File: config.mk
export PLATFORM = sky130hd
export DESIGN_NAME = id_stage_flat
export DESIGN_NICKNAME = d
export VERILOG_FILES = /design/src/rtl/id_stage_pkg.sv /design/src/rtl/id_stage_if.sv /design/src/rtl/id_stage_reg_file.sv /design/src/rtl/id_stage.sv /design/src/flat_wrapper.sv
export SDC_FILE = /design/constraint.sdc
export NUM_CORES = 2
export LEC_CHECK = 0
export CAP_MARGIN = 20
export CELL_PAD_IN_SITES_DETAIL_PLACEMENT = 1
export CELL_PAD_IN_SITES_GLOBAL_PLACEMENT = 1
export CORE_MARGIN = 2
export CORE_UTILIZATION = 55
export DETAILED_ROUTE_END_ITERATION = 10
export GPL_TIMING_DRIVEN = 0
export MAX_ROUTING_LAYER = met4
export PLACE_DENSITY_LB_ADDON = 0.1
export SLEW_MARGIN = 15
export SYNTH_ARGS = -nofsm -noshare
export SYNTH_HDL_FRONTEND = slang
export SYNTH_HIERARCHICAL = 1
export SYNTH_SLANG_ARGS = --single-unit
File: constraint.sdc
create_clock -name clk -period 10.07 [get_ports clk]
set_clock_uncertainty 0.1 [all_clocks]
set_input_delay 1.5105 -clock clk [delete_from_list [all_inputs] [get_ports clk]]
set_output_delay 1.5105 -clock clk [all_outputs]
set_load 0.02 [all_outputs]
File: src/rtl/id_stage_pkg.sv
// Shared constants for the decode stage: datapath width, MIPS opcode/funct
// values, ALU operation codes and the ID/EX control bundle layout.
package id_stage_pkg;

   localparam int N      = 31;
   localparam int DATA_W = N + 1;

   // primary opcodes
   localparam logic [5:0] OP_RTYPE = 6'h00;
   localparam logic [5:0] OP_J     = 6'h02;
   localparam logic [5:0] OP_BEQ   = 6'h04;
   localparam logic [5:0] OP_BNE   = 6'h05;
   localparam logic [5:0] OP_ADDI  = 6'h08;
   localparam logic [5:0] OP_LW    = 6'h23;
   localparam logic [5:0] OP_SW    = 6'h2B;

   // R-type funct codes
   localparam logic [5:0] FN_ADD = 6'h20;
   localparam logic [5:0] FN_SUB = 6'h22;
   localparam logic [5:0] FN_AND = 6'h24;
   localparam logic [5:0] FN_OR  = 6'h25;
   localparam logic [5:0] FN_SLT = 6'h2A;

   // ALU operation encodings carried in ctrl_E[3:0]
   localparam logic [3:0] ALU_AND = 4'd0;
   localparam logic [3:0] ALU_OR  = 4'd1;
   localparam logic [3:0] ALU_ADD = 4'd2;
   localparam logic [3:0] ALU_SUB = 4'd6;
   localparam logic [3:0] ALU_SLT = 4'd7;

   // ctrl_E bit positions
   localparam int CTRL_REG_WRITE  = 9;
   localparam int CTRL_MEM_READ   = 8;
   localparam int CTRL_MEM_WRITE  = 7;
   localparam int CTRL_MEM_TO_REG = 6;
   localparam int CTRL_ALU_SRC    = 5;
   localparam int CTRL_REG_DST    = 4;

   // packed in the same order as the bit positions above
   typedef struct packed {
      logic       reg_write;
      logic       mem_read;
      logic       mem_write;
      logic       mem_to_reg;
      logic       alu_src;
      logic       reg_dst;
      logic [3:0] alu_op;
   } ctrl_t;

   // Control bundle for one instruction; anything unrecognised is a NOP.
   // Branches and jumps need no EX/MEM/WB action, so they also return zero.
   function automatic ctrl_t decode_ctrl(input logic [5:0] op, input logic [5:0] fn);
      ctrl_t c;
      c = '0;
      case (op)
         OP_RTYPE: begin
            c.reg_write = 1'b1;
            c.reg_dst   = 1'b1;
            case (fn)
               FN_ADD:  c.alu_op = ALU_ADD;
               FN_SUB:  c.alu_op = ALU_SUB;
               FN_AND:  c.alu_op = ALU_AND;
               FN_OR:   c.alu_op = ALU_OR;
               FN_SLT:  c.alu_op = ALU_SLT;
               default: c = '0;
            endcase
         end
         OP_LW: begin
            c.reg_write  = 1'b1;
            c.mem_read   = 1'b1;
            c.mem_to_reg = 1'b1;
            c.alu_src    = 1'b1;
            c.alu_op     = ALU_ADD;
         end
         OP_SW: begin
            c.mem_write = 1'b1;
            c.alu_src   = 1'b1;
            c.alu_op    = ALU_ADD;
         end
         OP_ADDI: begin
            c.reg_write = 1'b1;
            c.alu_src   = 1'b1;
            c.alu_op    = ALU_ADD;
         end
         default: c = '0;
      endcase
      return c;
   endfunction

endpackage

File: src/rtl/id_stage_if.sv
// Bundle of the fetch, EX-feedback, write-back and ID/EX signals around the
// decode stage. The stage itself connects through the slave modport.
interface id_stage_if #(
   parameter int W = id_stage_pkg::DATA_W
);
   // from fetch
   logic [W-1:0] PcPlus4_F;
   logic [W-1:0] Instruction_F;
   // from execute (hazard detection)
   logic         ex_reg_write;
   logic         ex_mem_read;
   logic [4:0]   ex_dst;
   // from write-back
   logic         wb_we;
   logic [4:0]   wb_addr;
   logic [W-1:0] wb_data;
   // back to fetch
   logic         stall_F;
   logic         branch;
   logic [W-1:0] pc_branch;
   // ID/EX register
   logic         valid_E;
   logic [W-1:0] PcPlus4_E;
   logic [W-1:0] rs_data_E;
   logic [W-1:0] rt_data_E;
   logic [W-1:0] imm_E;
   logic [4:0]   rs_E;
   logic [4:0]   rt_E;
   logic [4:0]   rd_E;
   logic [9:0]   ctrl_E;

   modport master (
      output PcPlus4_F, Instruction_F, ex_reg_write, ex_mem_read, ex_dst,
             wb_we, wb_addr, wb_data,
      input  stall_F, branch, pc_branch, valid_E, PcPlus4_E, rs_data_E,
             rt_data_E, imm_E, rs_E, rt_E, rd_E, ctrl_E
   );

   modport slave (
      input  PcPlus4_F, Instruction_F, ex_reg_write, ex_mem_read, ex_dst,
             wb_we, wb_addr, wb_data,
      output stall_F, branch, pc_branch, valid_E, PcPlus4_E, rs_data_E,
             rt_data_E, imm_E, rs_E, rt_E, rd_E, ctrl_E
   );
endinterface

File: src/rtl/id_stage_reg_file.sv
// 32-entry register file: two combinational reads, one synchronous write,
// $0 hardwired to zero, and a write-back bypass so a same-cycle write is
// visible to decode without waiting for the edge.
module reg_file
   import id_stage_pkg::*;
#(
   parameter int W = DATA_W
) (
   input  logic         clk,
   input  logic         rst,
   input  logic [4:0]   ra1,
   input  logic [4:0]   ra2,
   output logic [W-1:0] rd1,
   output logic [W-1:0] rd2,
   input  logic         we,
   input  logic [4:0]   wa,
   input  logic [W-1:0] wd
);

   logic [W-1:0] mem [32];

   // storage: cleared on reset, writes to $0 dropped
   always_ff @(posedge clk) begin
      if (!rst) begin
         for (int i = 0; i < 32; i++) mem[i] <= '0;
      end else if (we && wa != 5'd0) begin
         mem[wa] <= wd;
      end
   end

   // read ports with $0 forcing and write-back bypass
   always_comb begin
      rd1 = mem[ra1];
      rd2 = mem[ra2];
      if (we && wa == ra1) rd1 = wd;
      if (we && wa == ra2) rd2 = wd;
      if (ra1 == 5'd0) rd1 = '0;
      if (ra2 == 5'd0) rd2 = '0;
   end

endmodule

File: src/rtl/id_stage.sv
// MIPS decode stage: IF/ID register, register-file read, control decode,
// load-use / ALU-to-branch stall, beq/bne/j resolution and the ID/EX register.
module id_stage
   import id_stage_pkg::*;
#(
   parameter int W = DATA_W
) (
   input logic        clk,
   input logic        rst,
   id_stage_if.slave  bus
);

   // IF/ID register
   logic         valid_D;
   logic [W-1:0] instr_D;
   logic [W-1:0] pc4_D;

   // instruction fields
   logic [5:0]   op;
   logic [5:0]   funct;
   logic [4:0]   rs;
   logic [4:0]   rt;
   logic [4:0]   rd;
   logic [15:0]  imm16;

   logic [W-1:0] rs_val;
   logic [W-1:0] rt_val;
   logic [W-1:0] imm_ext;
   logic [W-1:0] br_tgt;
   logic [W-1:0] j_tgt;
   ctrl_t        ctrl;

   logic is_rtype, is_beq, is_bne, is_j;
   logic rs_used, rt_used;
   logic stall, taken, branch;

   assign op      = instr_D[31:26];
   assign rs      = instr_D[25:21];
   assign rt      = instr_D[20:16];
   assign rd      = instr_D[15:11];
   assign funct   = instr_D[5:0];
   assign imm16   = instr_D[15:0];
   assign imm_ext = {{(W-16){imm16[15]}}, imm16};

   reg_file #(.W(W)) u_rf (
      .clk (clk),
      .rst (rst),
      .ra1 (rs),
      .ra2 (rt),
      .rd1 (rs_val),
      .rd2 (rt_val),
      .we  (bus.wb_we),
      .wa  (bus.wb_addr),
      .wd  (bus.wb_data)
   );

   // instruction class and which source registers it actually reads
   always_comb begin
      ctrl     = decode_ctrl(op, funct);
      is_rtype = (op == OP_RTYPE);
      is_beq   = (op == OP_BEQ);
      is_bne   = (op == OP_BNE);
      is_j     = (op == OP_J);
      rs_used  = is_rtype || is_beq || is_bne ||
                 op == OP_LW || op == OP_SW || op == OP_ADDI;
      rt_used  = is_rtype || is_beq || is_bne || op == OP_SW;
   end

   // hazard detection and branch resolution; a stall suppresses the
   // redirect so the branch resolves again once its operands are ready
   always_comb begin
      stall = valid_D && bus.ex_dst != 5'd0 &&
              ((rs_used && bus.ex_dst == rs) || (rt_used && bus.ex_dst == rt)) &&
              (bus.ex_mem_read || ((is_beq || is_bne) && bus.ex_reg_write));
      taken  = is_j || (is_beq && rs_val == rt_val) || (is_bne && rs_val != rt_val);
      branch = valid_D && !stall && taken;
      br_tgt = pc4_D + (imm_ext << 2);
      j_tgt  = {pc4_D[W-1:W-4], instr_D[25:0], 2'b00};
   end

   assign bus.stall_F   = stall;
   assign bus.branch    = branch;
   assign bus.pc_branch = is_j ? j_tgt : br_tgt;

   // IF/ID: hold on stall, squash the wrong-path fetch on a redirect
   always_ff @(posedge clk) begin
      if (!rst) begin
         valid_D <= 1'b0;
         instr_D <= '0;
         pc4_D   <= '0;
      end else if (stall) begin
         valid_D <= valid_D;
         instr_D <= instr_D;
         pc4_D   <= pc4_D;
      end else if (branch) begin
         valid_D <= 1'b0;
         instr_D <= '0;
         pc4_D   <= '0;
      end else begin
         valid_D <= 1'b1;
         instr_D <= bus.Instruction_F;
         pc4_D   <= bus.PcPlus4_F;
      end
   end

   // ID/EX: decoded bundle, or an all-zero bubble when stalling or empty
   always_ff @(posedge clk) begin
      if (!rst || stall || !valid_D) begin
         bus.valid_E   <= 1'b0;
         bus.PcPlus4_E <= '0;
         bus.rs_data_E <= '0;
         bus.rt_data_E <= '0;
         bus.imm_E     <= '0;
         bus.rs_E      <= '0;
         bus.rt_E      <= '0;
         bus.rd_E      <= '0;
         bus.ctrl_E    <= '0;
      end else begin
         bus.valid_E   <= 1'b1;
         bus.PcPlus4_E <= pc4_D;
         bus.rs_data_E <= rs_val;
         bus.rt_data_E <= rt_val;
         bus.imm_E     <= imm_ext;
         bus.rs_E      <= rs;
         bus.rt_E      <= rt;
         bus.rd_E      <= rd;
         bus.ctrl_E    <= ctrl;
      end
   end

endmodule

File: src/flat_wrapper.sv
// flat-port wrapper written by rule: the top's interface ports become plain ports
module id_stage_flat import id_stage_pkg::*;
#(
   parameter int W = DATA_W
)
  (clk, rst, bus_PcPlus4_F, bus_Instruction_F, bus_ex_reg_write, bus_ex_mem_read, bus_ex_dst, bus_wb_we, bus_wb_addr, bus_wb_data, bus_stall_F, bus_branch, bus_pc_branch, bus_valid_E, bus_PcPlus4_E, bus_rs_data_E, bus_rt_data_E, bus_imm_E, bus_rs_E, bus_rt_E, bus_rd_E, bus_ctrl_E);
  id_stage_if #(.W(W)) bus_i ();
  input logic clk;
  input logic rst;
  input wire logic [$bits(bus_i.PcPlus4_F)-1:0] bus_PcPlus4_F;
  input wire logic [$bits(bus_i.Instruction_F)-1:0] bus_Instruction_F;
  input wire logic [$bits(bus_i.ex_reg_write)-1:0] bus_ex_reg_write;
  input wire logic [$bits(bus_i.ex_mem_read)-1:0] bus_ex_mem_read;
  input wire logic [$bits(bus_i.ex_dst)-1:0] bus_ex_dst;
  input wire logic [$bits(bus_i.wb_we)-1:0] bus_wb_we;
  input wire logic [$bits(bus_i.wb_addr)-1:0] bus_wb_addr;
  input wire logic [$bits(bus_i.wb_data)-1:0] bus_wb_data;
  output wire logic [$bits(bus_i.stall_F)-1:0] bus_stall_F;
  output wire logic [$bits(bus_i.branch)-1:0] bus_branch;
  output wire logic [$bits(bus_i.pc_branch)-1:0] bus_pc_branch;
  output wire logic [$bits(bus_i.valid_E)-1:0] bus_valid_E;
  output wire logic [$bits(bus_i.PcPlus4_E)-1:0] bus_PcPlus4_E;
  output wire logic [$bits(bus_i.rs_data_E)-1:0] bus_rs_data_E;
  output wire logic [$bits(bus_i.rt_data_E)-1:0] bus_rt_data_E;
  output wire logic [$bits(bus_i.imm_E)-1:0] bus_imm_E;
  output wire logic [$bits(bus_i.rs_E)-1:0] bus_rs_E;
  output wire logic [$bits(bus_i.rt_E)-1:0] bus_rt_E;
  output wire logic [$bits(bus_i.rd_E)-1:0] bus_rd_E;
  output wire logic [$bits(bus_i.ctrl_E)-1:0] bus_ctrl_E;
  assign bus_i.PcPlus4_F = bus_PcPlus4_F;
  assign bus_i.Instruction_F = bus_Instruction_F;
  assign bus_i.ex_reg_write = bus_ex_reg_write;
  assign bus_i.ex_mem_read = bus_ex_mem_read;
  assign bus_i.ex_dst = bus_ex_dst;
  assign bus_i.wb_we = bus_wb_we;
  assign bus_i.wb_addr = bus_wb_addr;
  assign bus_i.wb_data = bus_wb_data;
  assign bus_stall_F = bus_i.stall_F;
  assign bus_branch = bus_i.branch;
  assign bus_pc_branch = bus_i.pc_branch;
  assign bus_valid_E = bus_i.valid_E;
  assign bus_PcPlus4_E = bus_i.PcPlus4_E;
  assign bus_rs_data_E = bus_i.rs_data_E;
  assign bus_rt_data_E = bus_i.rt_data_E;
  assign bus_imm_E = bus_i.imm_E;
  assign bus_rs_E = bus_i.rs_E;
  assign bus_rt_E = bus_i.rt_E;
  assign bus_rd_E = bus_i.rd_E;
  assign bus_ctrl_E = bus_i.ctrl_E;
  id_stage #(.W(W)) u_core (.clk(clk), .rst(rst), .bus(bus_i));
endmodule
==> results summary <==
The checks that failed: setup timing. The count of hold-fix buffers inserted at cts came out at 0. The tree is rooted in a clkbuf_16. The leading register cell type out of synthesis is edfxtp_1.

The final setup slack of the worst path came out at -0.4198 ns. The setup slack of the most critical reg-to-reg path is between 1 and 1.5 ns. The detail route stage leaves a number of antenna-violating nets equal to 0.

The clock tree synthesis step divided the H-tree into 4 levels. Summed over all nets, the half-perimeter wirelength after detailed placement is 217.5 mm. The number of cells produced by synthesis is roughly 4700.

The initial utilization of the core area, before any placement, comes to between 50 and 60%. TritonCTS built the clock tree. The reported leakage power came out at about 26 nW.

For this block, the via count after detailed routing is a little over 50000. The endpoint identified for the worst register-to-register timing path is u_core/instr_D[14]. The overall fraction of global-route tracks in use came out at 52.37%. The top cell types in the final layout, fill and taps aside, are and2_1, edfxtp_1, mux4_2. The worst setup path is captured at a primary output. The wire length of the first global-routing pass came out at around 410 mm.

The number of max-cap violations came out at 0. The total number of yosys warnings came out at 6. The die covers 0.1176 mm^2. After the flow finishes, the layout carries non-filler instances totaling between 6000 and 7000.

The worst pin sits at a relative slew slack of under 10%. No sink is reached through more buffers than the 3 on the longest clock path. Averaged over all synthesized cells, the footprint is between 10 and 15 um^2.

The library cell used most frequently in the layout, excluding fill and tap cells, is and2_1. For the pin with the worst max-slew slack, the measured transition is approximately 1.4 ns. The total congestion overflow is 0. At the end of routability-driven placement, the weighted congestion stood at around 1.1.

After detailed routing, the number of remaining DRC violations is 0. The xor and xnor area share after synthesis came out at around 1.0%. The fraction of layout instances using a drive strength above 1 is about 17%. The category of the critical setup timing path is flip-flop to primary output.

The path depth of the worst reg2reg path is 17. By area, the combinational part of the netlist is dominated by multiplexers. The final count of pins violating max slew came out at 0. The path category of the worst min-delay check is flip-flop to flip-flop. The via count of the first global-routing pass is just over 50000. The cell count after placement is roughly 6600. The maximum VDD drop came out at 0.2223 mV. The count of endpoints failing setup in the final report came out at 1. The critical-path maximum fanout came out at 11. Setup repair after global routing left no endpoint under its margin.

Counting every sink on the clock net gives around 1200. The pre-CTS setup slack came out at around 0.74 ns. Yosys mapped a number of flops with a built-in enable equal to approximately 1000.

The synthesized netlist devotes between 10% and 20% of its cell area to simple gates. The endpoint with the worst hold slack is u_core/pc4_D[1]. Relative to the synthesized area, the layout overhead comes to 17.91%.

The number of endpoints with negative hold slack in the final report is 0. The number of distinct library cells after synthesis came out at 76. The fraction of the cycle the final worst path needs came out at 104.2%. The register area share after synthesis is 54.90%.

The die is around 340 um tall. The fraction of registers with async set or reset after synthesis came out at 0%. The core outline area came out at ~0.11 mm^2.

The number of instances on the worst hold path is 2. The mux cell area share after synthesis is around 18%. The total detailed-routing wirelength is 299.8 mm. STA puts the critical path data arrival time at 8.88 ns.

The clock-pin slew of the registers on the worst-case setup and hold paths came out at roughly 0.060 ns. The required time of the critical path is around 8.5 ns. The initial antenna violation count is 25. After detailed routing, the average wire length per cell comes to approximately 44 um. The later-pin clock latency in the skew report is 0.78 ns. The first routing iteration left between 8000 and 9000 violations. The final sum of negative setup slack is -0.4198 ns. The die span in x is between 300 and 400 um.

The power per unit of standard cell area came out at roughly 180 mW/mm^2. Entering global routing, the biggest net connects 21 pins. The total of flip-flops plus latches after synthesis is ~1200. The complex-gate fraction of the synthesized area came out at ~7.6%.

For the finished layout, the period the worst path requires is 10.49 ns. The adder-cell area share of the yosys netlist is 0.6062%. The post-synthesis instance area came out at ~0.063 mm^2. The share of Yosys cell area claimed by the top area cell type is 48.68%. The number of top-level design ports is roughly 300. The worst register-to-register path begins at u_core/instr_D[24]. The worst hold path begins at u_core/pc4_D[1].

The number of buffers created by CTS came out at between 100 and 150. The maximum frequency from static timing analysis is between 90 and 100 MHz. Summed over all instances, the cell type with the most area after synthesis is edfxtp_1. The flow ran to the end, but the final reports show violations. The sort of element at the start of the critical path is a flip-flop.

By area the synthesized netlist is led by edfxtp_1, mux4_2, and2_1. The number of nets in the finished design came out at approximately 5400. The number of placement rows came out at between 100 and 150. The count of buffers added on input and output ports is 293. In the routed layout, each cell is associated on average with a via count of between 7 and 8. The first-pass detailed-route iteration total came out at 9.
-- layout make-up --
type | count | area (um^2)
antenna | 18 | 45.04
buffer | 488 | 2258
clock buffer | 179 | 3784
clock inverter | 64 | 609.3
fill | 10820 | 39720
inverter | 13 | 48.80
multi-input combinational | 3009 | 26760
sequential | 1220 | 34670
tap | 1512 | 1892
timing repair buffer | 366 | 4405
-- metrics by stage --
step	hold slack (ns)	power [mW]	instance area, um^2	util [%]
floorplan	0.3357	7.007	63280	-
global placement	0.3438	7.976	68100	59.64
detailed placement	0.3607	8.103	69960	61.27
CTS	0.3702	13.05	74360	65.12
global route	0.3964	13.36	74460	65.21
finish	0.3714	13.22	74470	65.22
-- critical path, stage by stage, from the launching register on --
cell,delay (ns)
dfxtp_1,0.58
buf_2,0.48
nand3b_1,0.17
clkbuf_1,1.00
buf_2,0.83
o22ai_1,0.20
a2111oi_0,1.09
a21oi_1,0.21
a22o_1,0.36
xor2_1,0.18
nor4_1,0.53
nand4_1,0.69
or3_1,0.58
a21boi_0,0.23
o21ai_1,0.15
nor2_1,0.13
clkdlybuf4s50_1,0.63
-- worst max path at each step --
stage,from,endpoint,cells after the start
floorplan,bus_wb_addr[1],bus_branch,14
global placement,u_core/instr_D[24],bus_branch,16
detailed placement,u_core/instr_D[18],bus_branch,15
CTS,u_core/instr_D[24],bus_branch,16
global route,u_core/instr_D[24],bus_branch,16
finish,u_core/instr_D[24],bus_branch,16
-- routing by layer --
metal	vias to the layer above	wire length [um]	GRT usage, %
met2	4834	125700	71.91
met5	-	0	-
met4	0	30660	41.58
met1	25640	98340	62.05
li1	18760	-	-
met3	1360	45130	19.04
-- cell families after synthesis --
| family | after synthesis |
|---|---|
| adder cells (fa/ha/maj) | 30 |
| AND/OR/NAND/NOR | 1503 |
| buffers and inverters | 501 |
| XOR/XNOR | 75 |
| flip-flops | 1220 |
| other | 2 |
| AO/OA/AOI/OAI | 693 |
| multiplexers | 675 |
-- state kept, by name (all words and copies together) (netlist names) --
signal / count
u_core/bus.rs_E: 5
u_core/bus.rt_E: 5
u_core/valid_D: 1
u_core/bus.imm_E: 16
u_core/pc4_D: 32
u_core/u_rf/mem: 1024
u_core/bus.rt_data_E: 32
u_core/instr_D: 32
u_core/bus.ctrl_E: 8
u_core/bus.valid_E: 1
u_core/bus.PcPlus4_E: 32
u_core/bus.rs_data_E: 32
-- Yosys cell counts (all sizes together), types with 11 or more instances --
master   instances
o22ai           42
mux4           388
and2          1120
edfxtp        1024
xnor2           25
dfxtp          196
nor2            79
a21o            23
a22oi          135
ha              29
nand2          196
a221o           13
a31oi           11
o211ai          13
o221a           18
nand3           20
a21oi          185
nand4           13
inv             13
buf            157
a2111oi         24
o221ai          42
o21ai           67
nor3            13
xor2            50
a22o            55
mux2i          281
clkbuf         331
-- report_power, final --
part | leakage [nW] | switching [mW] | internal (mW)
Combinational | 12.6 | 1.47 | 0.783
Clock | 2.15 | 2.15 | 2.88
Sequential | 11.4 | 0.187 | 5.74
-- what timing repair did --
item	4_1_cts	5_1_grt
hold endpoints to repair	0	0
pin swaps	0	0
setup endpoints to repair	1	1
gates resized for setup	1	1
buffers inserted	0	0
(Power assumes the default switching activity.)
